--- src/rtl/seg7_pkg.sv ---
// Shared definitions for seven-segment display drivers: segment patterns,
// the hex-to-segment lookup and the digit-index encoding.
package seg7_pkg;

    typedef enum logic {
        DIG_LO = 1'b0,
        DIG_HI = 1'b1
    } dig_idx_t;

    // Active-high segment patterns, bit order {g,f,e,d,c,b,a}
    localparam logic [6:0] SEG_0     = 7'b0111111;
    localparam logic [6:0] SEG_1     = 7'b0000110;
    localparam logic [6:0] SEG_2     = 7'b1011011;
    localparam logic [6:0] SEG_3     = 7'b1001111;
    localparam logic [6:0] SEG_4     = 7'b1100110;
    localparam logic [6:0] SEG_5     = 7'b1101101;
    localparam logic [6:0] SEG_6     = 7'b1111101;
    localparam logic [6:0] SEG_7     = 7'b0000111;
    localparam logic [6:0] SEG_8     = 7'b1111111;
    localparam logic [6:0] SEG_9     = 7'b1101111;
    localparam logic [6:0] SEG_A     = 7'b1110111;
    localparam logic [6:0] SEG_B     = 7'b1111100;
    localparam logic [6:0] SEG_C     = 7'b0111001;
    localparam logic [6:0] SEG_D     = 7'b1011110;
    localparam logic [6:0] SEG_E     = 7'b1111001;
    localparam logic [6:0] SEG_F     = 7'b1110001;
    localparam logic [6:0] SEG_BLANK = 7'b0000000;

    function automatic logic [6:0] hex_to_seg(input logic [3:0] nibble);
        logic [6:0] pattern;
        pattern = SEG_BLANK;
        case (nibble)
            4'h0: pattern = SEG_0;
            4'h1: pattern = SEG_1;
            4'h2: pattern = SEG_2;
            4'h3: pattern = SEG_3;
            4'h4: pattern = SEG_4;
            4'h5: pattern = SEG_5;
            4'h6: pattern = SEG_6;
            4'h7: pattern = SEG_7;
            4'h8: pattern = SEG_8;
            4'h9: pattern = SEG_9;
            4'hA: pattern = SEG_A;
            4'hB: pattern = SEG_B;
            4'hC: pattern = SEG_C;
            4'hD: pattern = SEG_D;
            4'hE: pattern = SEG_E;
            4'hF: pattern = SEG_F;
            default: pattern = SEG_BLANK;
        endcase
        return pattern;
    endfunction

endpackage

--- src/rtl/seg7_hex_decoder.sv ---
// Combinational nibble-to-segment decoder, hex digits 0-F.
module seg7_hex_decoder
    import seg7_pkg::*;
(
    input  logic [3:0] nibble,
    output logic [6:0] seg
);

    always_comb begin
        seg = hex_to_seg(nibble);
    end

endmodule

--- src/rtl/seg7_mux_drv.sv ---
// Two-digit multiplexed hex display driver with per-slot ghosting blank and
// frame-synchronous double buffering of the displayed value.
module seg7_mux_drv
    import seg7_pkg::*;
#(
    parameter logic [15:0] REFRESH_DIV  = 16'd10000,
    parameter logic [15:0] BLANK_CYCLES = 16'd100
) (
    input  logic       clk,
    input  logic       rst_n,
    input  logic [7:0] data_in,
    input  logic [1:0] flags_in,
    input  logic       load,
    input  logic       lz_blank,
    output logic [6:0] seg,
    output logic       dp,
    output logic [1:0] dig_en,
    output logic       busy
);

    logic [15:0] cnt;
    dig_idx_t    idx;
    logic [7:0]  shown_data;
    logic [1:0]  shown_flags;
    logic [7:0]  pend_data;
    logic [1:0]  pend_flags;
    logic        pend_v;

    logic        slot_end;
    logic        frame_end;
    logic [3:0]  nibble;
    logic [6:0]  dec_seg;
    logic [1:0]  dig_en_nxt;
    logic [6:0]  seg_nxt;
    logic        dp_nxt;

    assign slot_end  = (cnt == REFRESH_DIV - 16'd1);
    assign frame_end = slot_end && (idx == DIG_HI);
    assign busy      = pend_v;

    always_ff @(posedge clk or negedge rst_n) begin
        if (!rst_n) begin
            cnt <= '0;
            idx <= DIG_LO;
        end else if (slot_end) begin
            cnt <= '0;
            idx <= (idx == DIG_LO) ? DIG_HI : DIG_LO;
        end else begin
            cnt <= cnt + 16'd1;
        end
    end

    // A load landing on the frame boundary skips the pending stage entirely,
    // so it wins over any older pending value and leaves pend_v clear.
    always_ff @(posedge clk or negedge rst_n) begin
        if (!rst_n) begin
            shown_data  <= '0;
            shown_flags <= '0;
            pend_data   <= '0;
            pend_flags  <= '0;
            pend_v      <= 1'b0;
        end else if (frame_end) begin
            if (load) begin
                shown_data  <= data_in;
                shown_flags <= flags_in;
            end else if (pend_v) begin
                shown_data  <= pend_data;
                shown_flags <= pend_flags;
            end
            pend_v <= 1'b0;
        end else if (load) begin
            pend_data  <= data_in;
            pend_flags <= flags_in;
            pend_v     <= 1'b1;
        end
    end

    assign nibble = (idx == DIG_HI) ? shown_data[7:4] : shown_data[3:0];

    seg7_hex_decoder u_dec (
        .nibble (nibble),
        .seg    (dec_seg)
    );

    always_comb begin
        dig_en_nxt = '0;
        seg_nxt    = SEG_BLANK;
        dp_nxt     = 1'b0;
        if (cnt >= BLANK_CYCLES &&
            !(idx == DIG_HI && lz_blank && shown_data[7:4] == 4'h0)) begin
            dig_en_nxt = (idx == DIG_HI) ? 2'b10 : 2'b01;
            seg_nxt    = dec_seg;
            dp_nxt     = (idx == DIG_HI) ? shown_flags[1] : shown_flags[0];
        end
    end

    always_ff @(posedge clk or negedge rst_n) begin
        if (!rst_n) begin
            seg    <= '0;
            dp     <= 1'b0;
            dig_en <= '0;
        end else begin
            seg    <= seg_nxt;
            dp     <= dp_nxt;
            dig_en <= dig_en_nxt;
        end
    end

endmodule

--- config.mk ---
export PLATFORM = sky130hd
export DESIGN_NAME = seg7_mux_drv
export DESIGN_NICKNAME = d
export VERILOG_FILES = /design/src/rtl/seg7_pkg.sv /design/src/rtl/seg7_hex_decoder.sv /design/src/rtl/seg7_mux_drv.sv
export SDC_FILE = /design/constraint.sdc
export NUM_CORES = 1
export LEC_CHECK = 0
export ABC_AREA = 1
export CORE_MARGIN = 2
export CORE_UTILIZATION = 35
export DETAILED_ROUTE_END_ITERATION = 6
export GPL_TIMING_DRIVEN = 1
export REMOVE_ABC_BUFFERS = 1
export SLEW_MARGIN = 20
export SYNTH_ARGS = -nofsm -noshare
export SYNTH_HDL_FRONTEND = slang
export SYNTH_SLANG_ARGS = --single-unit
--- constraint.sdc ---
create_clock -name clk -period 1.72 [get_ports clk]
set_input_delay 0.344 -clock clk [delete_from_list [all_inputs] [get_ports clk]]
set_output_delay 0.344 -clock clk [all_outputs]
set_load 0.01 [all_outputs]
==> out/qor.yml, run 1 <==
outcome: "completed"
drt_iter0_drc: 87
detail_route.wl_per_cell_um: 11.0
hpwl_um: 3890
m1WireLength_um: 2650
drt_wl_total_um: 5280
path_max_fanout: 2
postSynthCellCount: 349
die_area_um2: 8400
path_buf_inv: 1
fin_area_um2: 3200
max_freq_mhz: 636
placed_area_um2: 3070
hold_violations: 0
critPathTopFamily: "buffers and inverters"
cts-root-buf: "clkbuf_8"
die_x_um: 91.7
synth-simple-area-share_pct: 35.9
ys_seq_elements: 48
synthAdderAreaFrac_pct: 3.72
maxSlewViolCount: 0
cts_tree: "yes"
synth_xor_area_share_pct: 2.60
drtAntennaViolNets: 0
port_buffers: 24
final.min_clock_period_ns: 1.57
r2r_slack_ns: 0.15
initial_core_util_pct: 36.7
slowest_delay_ns: 0.54
core_area_um2: 7330
dp_worst_setup_slack_ns: 0.107
grt_pass1_vias: 2075
timing.rr.end: "seg[2]$_DFF_PN0_"
dr_wl_met3_um: 216
vias: 2179
synth_compound_area_share_pct: 4.33
num-nets-final: 403
holdCritPathClass: "input pin to async pin"
critical_path_required_ns: 1.38
placed_cells: 472
antenna_cells: 0
yosysWarnings: 0
r2r-start: "idx$_DFFE_PN0N_"
end_kind: "primary output"
postSynthAreaPerCell_um2: 7.71
min_period_over_period_pct: 91.4
setup_tns_ns: 0
postCtsHoldBufs: 0
cp_cell_sequence: "clkdlybuf4s50_1"
yosysTopAreaCellShare_pct: 44.7
finalWorstSetupSlack_ns: 0.148
synth_top_family_by_area: "simple AND/OR/NAND/NOR gates"
fin_util_pct: 43.6
fin_skew_ns: 0.0149
ys_types: 31
vdd_drop_max_uv: 289
ys_seq_area_share_pct: 44.7
leakage_nw: 1.62
top_layer: "met4"
clk_pin_slew_ns: 0.09
worst_slew_pin_slew_ns: 0.350
yosysTopAreaCell: "dfrtp_1"
netlist_top_cells_area: "dfrtp_1 (45%), nand2_1 (15%), inv_1 (5.9%)"
h-tree-depth: 2
whs_ns: 0.0114
viasPerCell: 4.53
wl_met2_um: 2350
die_h_um: 91.7
cap_violations: 0
critPathKind: "flop to primary output"
fin_cells: 481
overflow: 0
r2r_cells: 7
grt_pass1_wl_um: 9360
antenna_found_initial: 0
gp_congestion: 0.855
synth_mux_area_share_pct: 0.372
clk_latency_ns: 0.31
drc: 0
worstPathArrival_ns: 1.23
p_per_area_nw_per_um2: 672
start_kind: "flop"
cts.sinks: 48
syn_area_um2: 2690
grt_max_degree: 49
p_total_mw: 2.15
num_io_pins: 25
slew_headroom_pct: 76.7
row_count: 31
finalSetupViolations: 0
rsz0062_at_grt: "false"
grt.total_usage_pct: 13.6
synthToLayoutAreaGrowth_pct: 18.8
drive_above_1_share_pct: 11.5
cts_buffers: 5
cp_slowest_cell: "clkdlybuf4s50_1"
dr.pass1.iters: 4
cts_max_path_buffers: 2
flip-flops by register name, summed over array words and instances, names as in the netlist:
name / flops
idx: 1
pend_data: 8
seg: 7
shown_flags: 2
dp: 1
cnt: 16
dig_en: 2
pend_flags: 2
busy: 1
shown_data: 8
metal layers:
layer	track usage, %	vias up
met5	0	-
met4	5.43	0
met3	2.79	4
met2	22.4	43
met1	17.5	978
li1	-	1154
cells by family after synthesis:
logic type | Yosys count
flip-flops | 48
buffers and inverters | 53
multiplexers | 1
XOR/XNOR | 8
adder cells (fa/ha/maj) | 8
AO/OA/AOI/OAI | 19
AND/OR/NAND/NOR | 212
cells in the mapped netlist:
| cell | count |
|---|---|
| a21oi_1 | 3 |
| buf_1 | 2 |
| buf_2 | 2 |
| buf_6 | 3 |
| clkbuf_1 | 1 |
| clkinv_1 | 1 |
| dfrtp_1 | 48 |
| ha_1 | 8 |
| inv_1 | 42 |
| inv_2 | 1 |
| inv_4 | 1 |
| mux2i_1 | 1 |
| nand2_1 | 109 |
| nand2_2 | 5 |
| nand2_4 | 1 |
| nand3_1 | 30 |
| nand3_2 | 1 |
| nand3_4 | 1 |
| nand4_1 | 11 |
| nand4_4 | 1 |
| nor2_1 | 38 |
| nor2_2 | 7 |
| nor2_4 | 3 |
| nor3_1 | 4 |
| o21ai_0 | 11 |
| o21ai_1 | 1 |
| o21ai_2 | 2 |
| o21ai_4 | 1 |
| o21bai_1 | 1 |
| or2_2 | 1 |
| xor2_1 | 8 |
layout make-up:
class / instances / area (um^2)
timing repair buffer: 33 / 315
fill: 743 / 4130
clock inverter: 2 / 38.8
tap: 99 / 124
inverter: 45 / 171
multi-input combinational: 248 / 1260
clock buffer: 6 / 82.6
sequential: 48 / 1200
where the power goes:
| part | internal, mW | switching (mW) |
|---|---|---|
| clock network | 0.476 | 0.396 |
| registers | 1.15 | 0.0100 |
| logic | 0.0537 | 0.0650 |
| total | 1.68 | 0.471 |
how the worst max path moves through the flow:
stage	from	endpoint	cells after the start
finish	busy$_DFFE_PN0P_	busy	1
global route	idx$_DFFE_PN0N_	seg[3]$_DFF_PN0_	8
CTS	idx$_DFFE_PN0N_	seg[2]$_DFF_PN0_	7
detailed placement	load	shown_data[2]$_DFFE_PN0P_	5
global placement	load	shown_flags[1]$_DFFE_PN0P_	5
floorplan	idx$_DFFE_PN0N_	seg[3]$_DFF_PN0_	9
cell usage in the layout (no fill, tap or decap), drive strengths merged:
cell           netlist  final
ha                   8      8
bufinv               0      1
nand3               32     32
o21bai               1      1
clkdlybuf4s50        0     23
nor3                 4      4
nand2              115    115
mux2i                1      1
nor2                48     48
o21ai               15     15
a21oi                3      3
dfrtp               48     48
inv                 44     44
clkinv               1      2
xor2                 8      8
buf                  7     10
clkbuf               1      6
or2                  1      1
nand4               12     12
timing repair:
item / CTS / global route
setup buffers: 0 / 1
resized for setup: 0 / 1
hold endpoints to repair: 0 / 0
endpoints found under the setup margin: 0 / 13
Note: power is estimated with default switching activity, not from simulation.
==> run 2: changes to the inputs <==
- TNS_END_PERCENT: unset -> 30
==> run 2 against run 1 <==
Clock power about the same. Core utilization about the same. Clock-buffer cell count unchanged. Non-clock buffer count decreased by 1. Worst setup slack improved by 0.0028 ns. Design area about the same. Register-to-register slack about the same.
==> out/qor.yml, run 2 (synthesis gave the netlist of run 1 again) <==
gp_congestion: 0.855  # unchanged
slowest_delay_ns: 0.54  # about the same
p_total_mw: 2.15  # -0.11%
cts_max_path_buffers: 2  # unchanged
worstPathArrival_ns: 1.22  # about the same
hold_violations: 0  # unchanged
grt_pass1_wl_um: 9360  # unchanged
path_buf_inv: 1  # unchanged
cap_violations: 0  # unchanged
r2r_slack_ns: 0.15  # about the same
min_period_over_period_pct: 91.2  # -0.16 points
busiest_layer: "met2"
num_io_pins: 25  # unchanged
gr-usage-met2_pct: 22.4  # unchanged
dp_worst_setup_slack_ns: 0.107  # unchanged
fillerInstances: 742  # -0.13%
postCtsHoldBufs: 0  # unchanged
die_area_um2: 8400  # unchanged
dr.pass1.iters: 4  # unchanged
critPathTopFamily: "buffers and inverters"
grt.total_usage_pct: 13.6  # unchanged
row_count: 31  # unchanged
drc: 0  # unchanged
rsz0062_at_grt: "false"
top_register: "cnt"
maxSlewViolCount: 0  # unchanged
cts-root-buf: "clkbuf_8"
grt_max_degree: 49  # unchanged
post_cts_buffers: 0  # unchanged
core_area_um2: 7330  # unchanged
critPathKind: "flop to primary output"
clkPwrFrac_pct: 40.5  # about the same
detail_route.wl_per_cell_um: 11.0  # +0.38%
final_cell_mix: "nand2_1 (109), dfrtp_1 (47), inv_1 (42)"
antenna_cells: 0  # unchanged
drt_wl_total_um: 5290  # +0.17%
p_per_area_nw_per_um2: 672  # about the same
grtUsageMet1_pct: 17.5  # unchanged
antenna_found_initial: 0  # unchanged
leakage_nw: 1.61  # -0.33%
largest_reg_flops: 16  # unchanged
use_met3_pct: 2.79  # unchanged
cp.depth: 1  # unchanged
critical_path_required_ns: 1.38  # about the same
initial_core_util_pct: 36.7  # unchanged
r2r_cells: 7  # unchanged
num-nets-final: 402  # -0.25%
cts_tree: "yes"
p_seq_share_pct: 54.0  # about the same
p_sw_mw: 0.469  # -0.52%
path_max_fanout: 2  # unchanged
hpwl_um: 3890  # unchanged
end_kind: "primary output"
vdd_drop_max_uv: 289  # about the same
port_buffers: 24  # unchanged
die_x_um: 91.7  # unchanged
cts_resized: 0  # unchanged
slew_headroom_pct: 76.7  # about the same
vias: 2188  # +0.41%
drt_iter0_drc: 96  # +10%
drive_above_1_share_pct: 11.3  # -0.23 points
cp_cell_sequence: "clkdlybuf4s50_1"
grt_pass1_vias: 2075  # unchanged
holdCritPathClass: "input pin to async pin"
cts.sinks: 48  # unchanged
start_kind: "flop"
die_h_um: 91.7  # unchanged
h-tree-depth: 2  # unchanged
drtAntennaViolNets: 0  # unchanged
finalSetupViolations: 0  # unchanged
synthToLayoutAreaGrowth_pct: 18.7  # about the same
switching_share_pct: 21.8  # -0.089 points
clk_pin_slew_ns: 0.09  # about the same
overflow: 0  # unchanged
worst_slew_pin_slew_ns: 0.349  # -0.000206 ns
layout_commonest_cell: "nand2_1"
cts_buffers: 5  # unchanged
finalWorstSetupSlack_ns: 0.151  # +0.00279 ns
cp_slowest_cell: "clkdlybuf4s50_1"
max_freq_mhz: 637  # +0.18%
final.min_clock_period_ns: 1.57  # -0.00279 ns
clk_latency_ns: 0.31  # about the same
p_int_mw: 1.68  # unchanged
combPwrFrac_pct: 5.5  # about the same
reg.largest.list: "cnt x16, pend_data x8, shown_data x8"
viasPerCell: 4.56  # +0.62%
outcome: "completed"
fin_skew_ns: 0.0149  # -0.0000543 ns
## run 2: cell types whose count changed in the layout (fill, tap and decap cells not counted)
cell / change
buf_4: -1
nor2_4: +1
nor2_2: -1
## run 2: cell type report
| cell class | instances | area (um^2) | area share (%) |
|---|---|---|---|
| sequential | 48 | 1200 | 37.6 |
| inverter | 45 | 171 | 5.37 |
| tap | 99 | 124 | 3.88 |
| clock inverter | 2 | 38.8 | 1.21 |
| clock buffer | 6 | 82.6 | 2.59 |
| timing repair buffer | 32 | 308 | 9.64 |
| multi-input combinational | 248 | 1270 | 39.7 |
## run 2: routing by layer
| metal | part of all wire, % | wire length [um] | vias up |
|---|---|---|---|
| met5 | 0 | 0 | - |
| met4 | 1.2 | 63 | 0 |
| met3 | 3.7 | 195 | 4 |
| met2 | 45 | 2360 | 40 |
| met1 | 50 | 2670 | 992 |
| li1 | - | - | 1152 |
## run 2: final timing paths
path | end | start
max in group asynchronous | idx$_DFFE_PN0N_ | rst_n
hold reg to reg | pend_flags[1]$_DFFE_PN0P_ | pend_flags[1]$_DFFE_PN0P_
setup / recovery | busy | busy$_DFFE_PN0P_
hold / removal | cnt[15]$_DFF_PN0_ | rst_n
min in group clk | pend_flags[1]$_DFFE_PN0P_ | pend_flags[1]$_DFFE_PN0P_
setup reg to reg | seg[2]$_DFF_PN0_ | idx$_DFFE_PN0N_
## run 2: through the flow
step,hold slack [ns],setup TNS [ns],cell area (um^2),std cells,utilization (%)
floorplan,0.0484,-0.519,2640,341,-
global placement,0.351,0,3070,472,41.8
detailed placement,0.354,0,3070,472,41.8
CTS,0.0123,0,3190,480,43.5
global route,0.0172,0,3190,480,43.6
finish,0.0129,0,3190,480,43.6
## run 2: power by group through the flow
stage               Sequential [mW]  Combinational, mW  Clock (mW)
floorplan                      1.18             0.0412           0
global placement               1.18              0.120           0
detailed placement             1.18              0.123           0
CTS                            1.16              0.123       0.909
global route                   1.16              0.138       0.955
finish                         1.16              0.118       0.870
==> run 3: changes to the inputs <==
--- a/constraint.sdc
+++ b/constraint.sdc
@@ -3,2 +3,2 @@
 set_output_delay 0.344 -clock clk [all_outputs]
-set_load 0.01 [all_outputs]
+set_load 0.005 [all_outputs]
==> results of run 3 <==
The final DEF is identical to that of run 2. Status: completed.
Among the figures that moved: clock-pin slew on the worst setup and hold paths 0.09 ns -> 0.10 ns; setup slack after layout 0.151 ns -> 0.154 ns; start point of the critical path busy$_DFFE_PN0P_ -> idx$_DFFE_PN0N_; end point of the critical path busy -> seg[2]$_DFF_PN0_
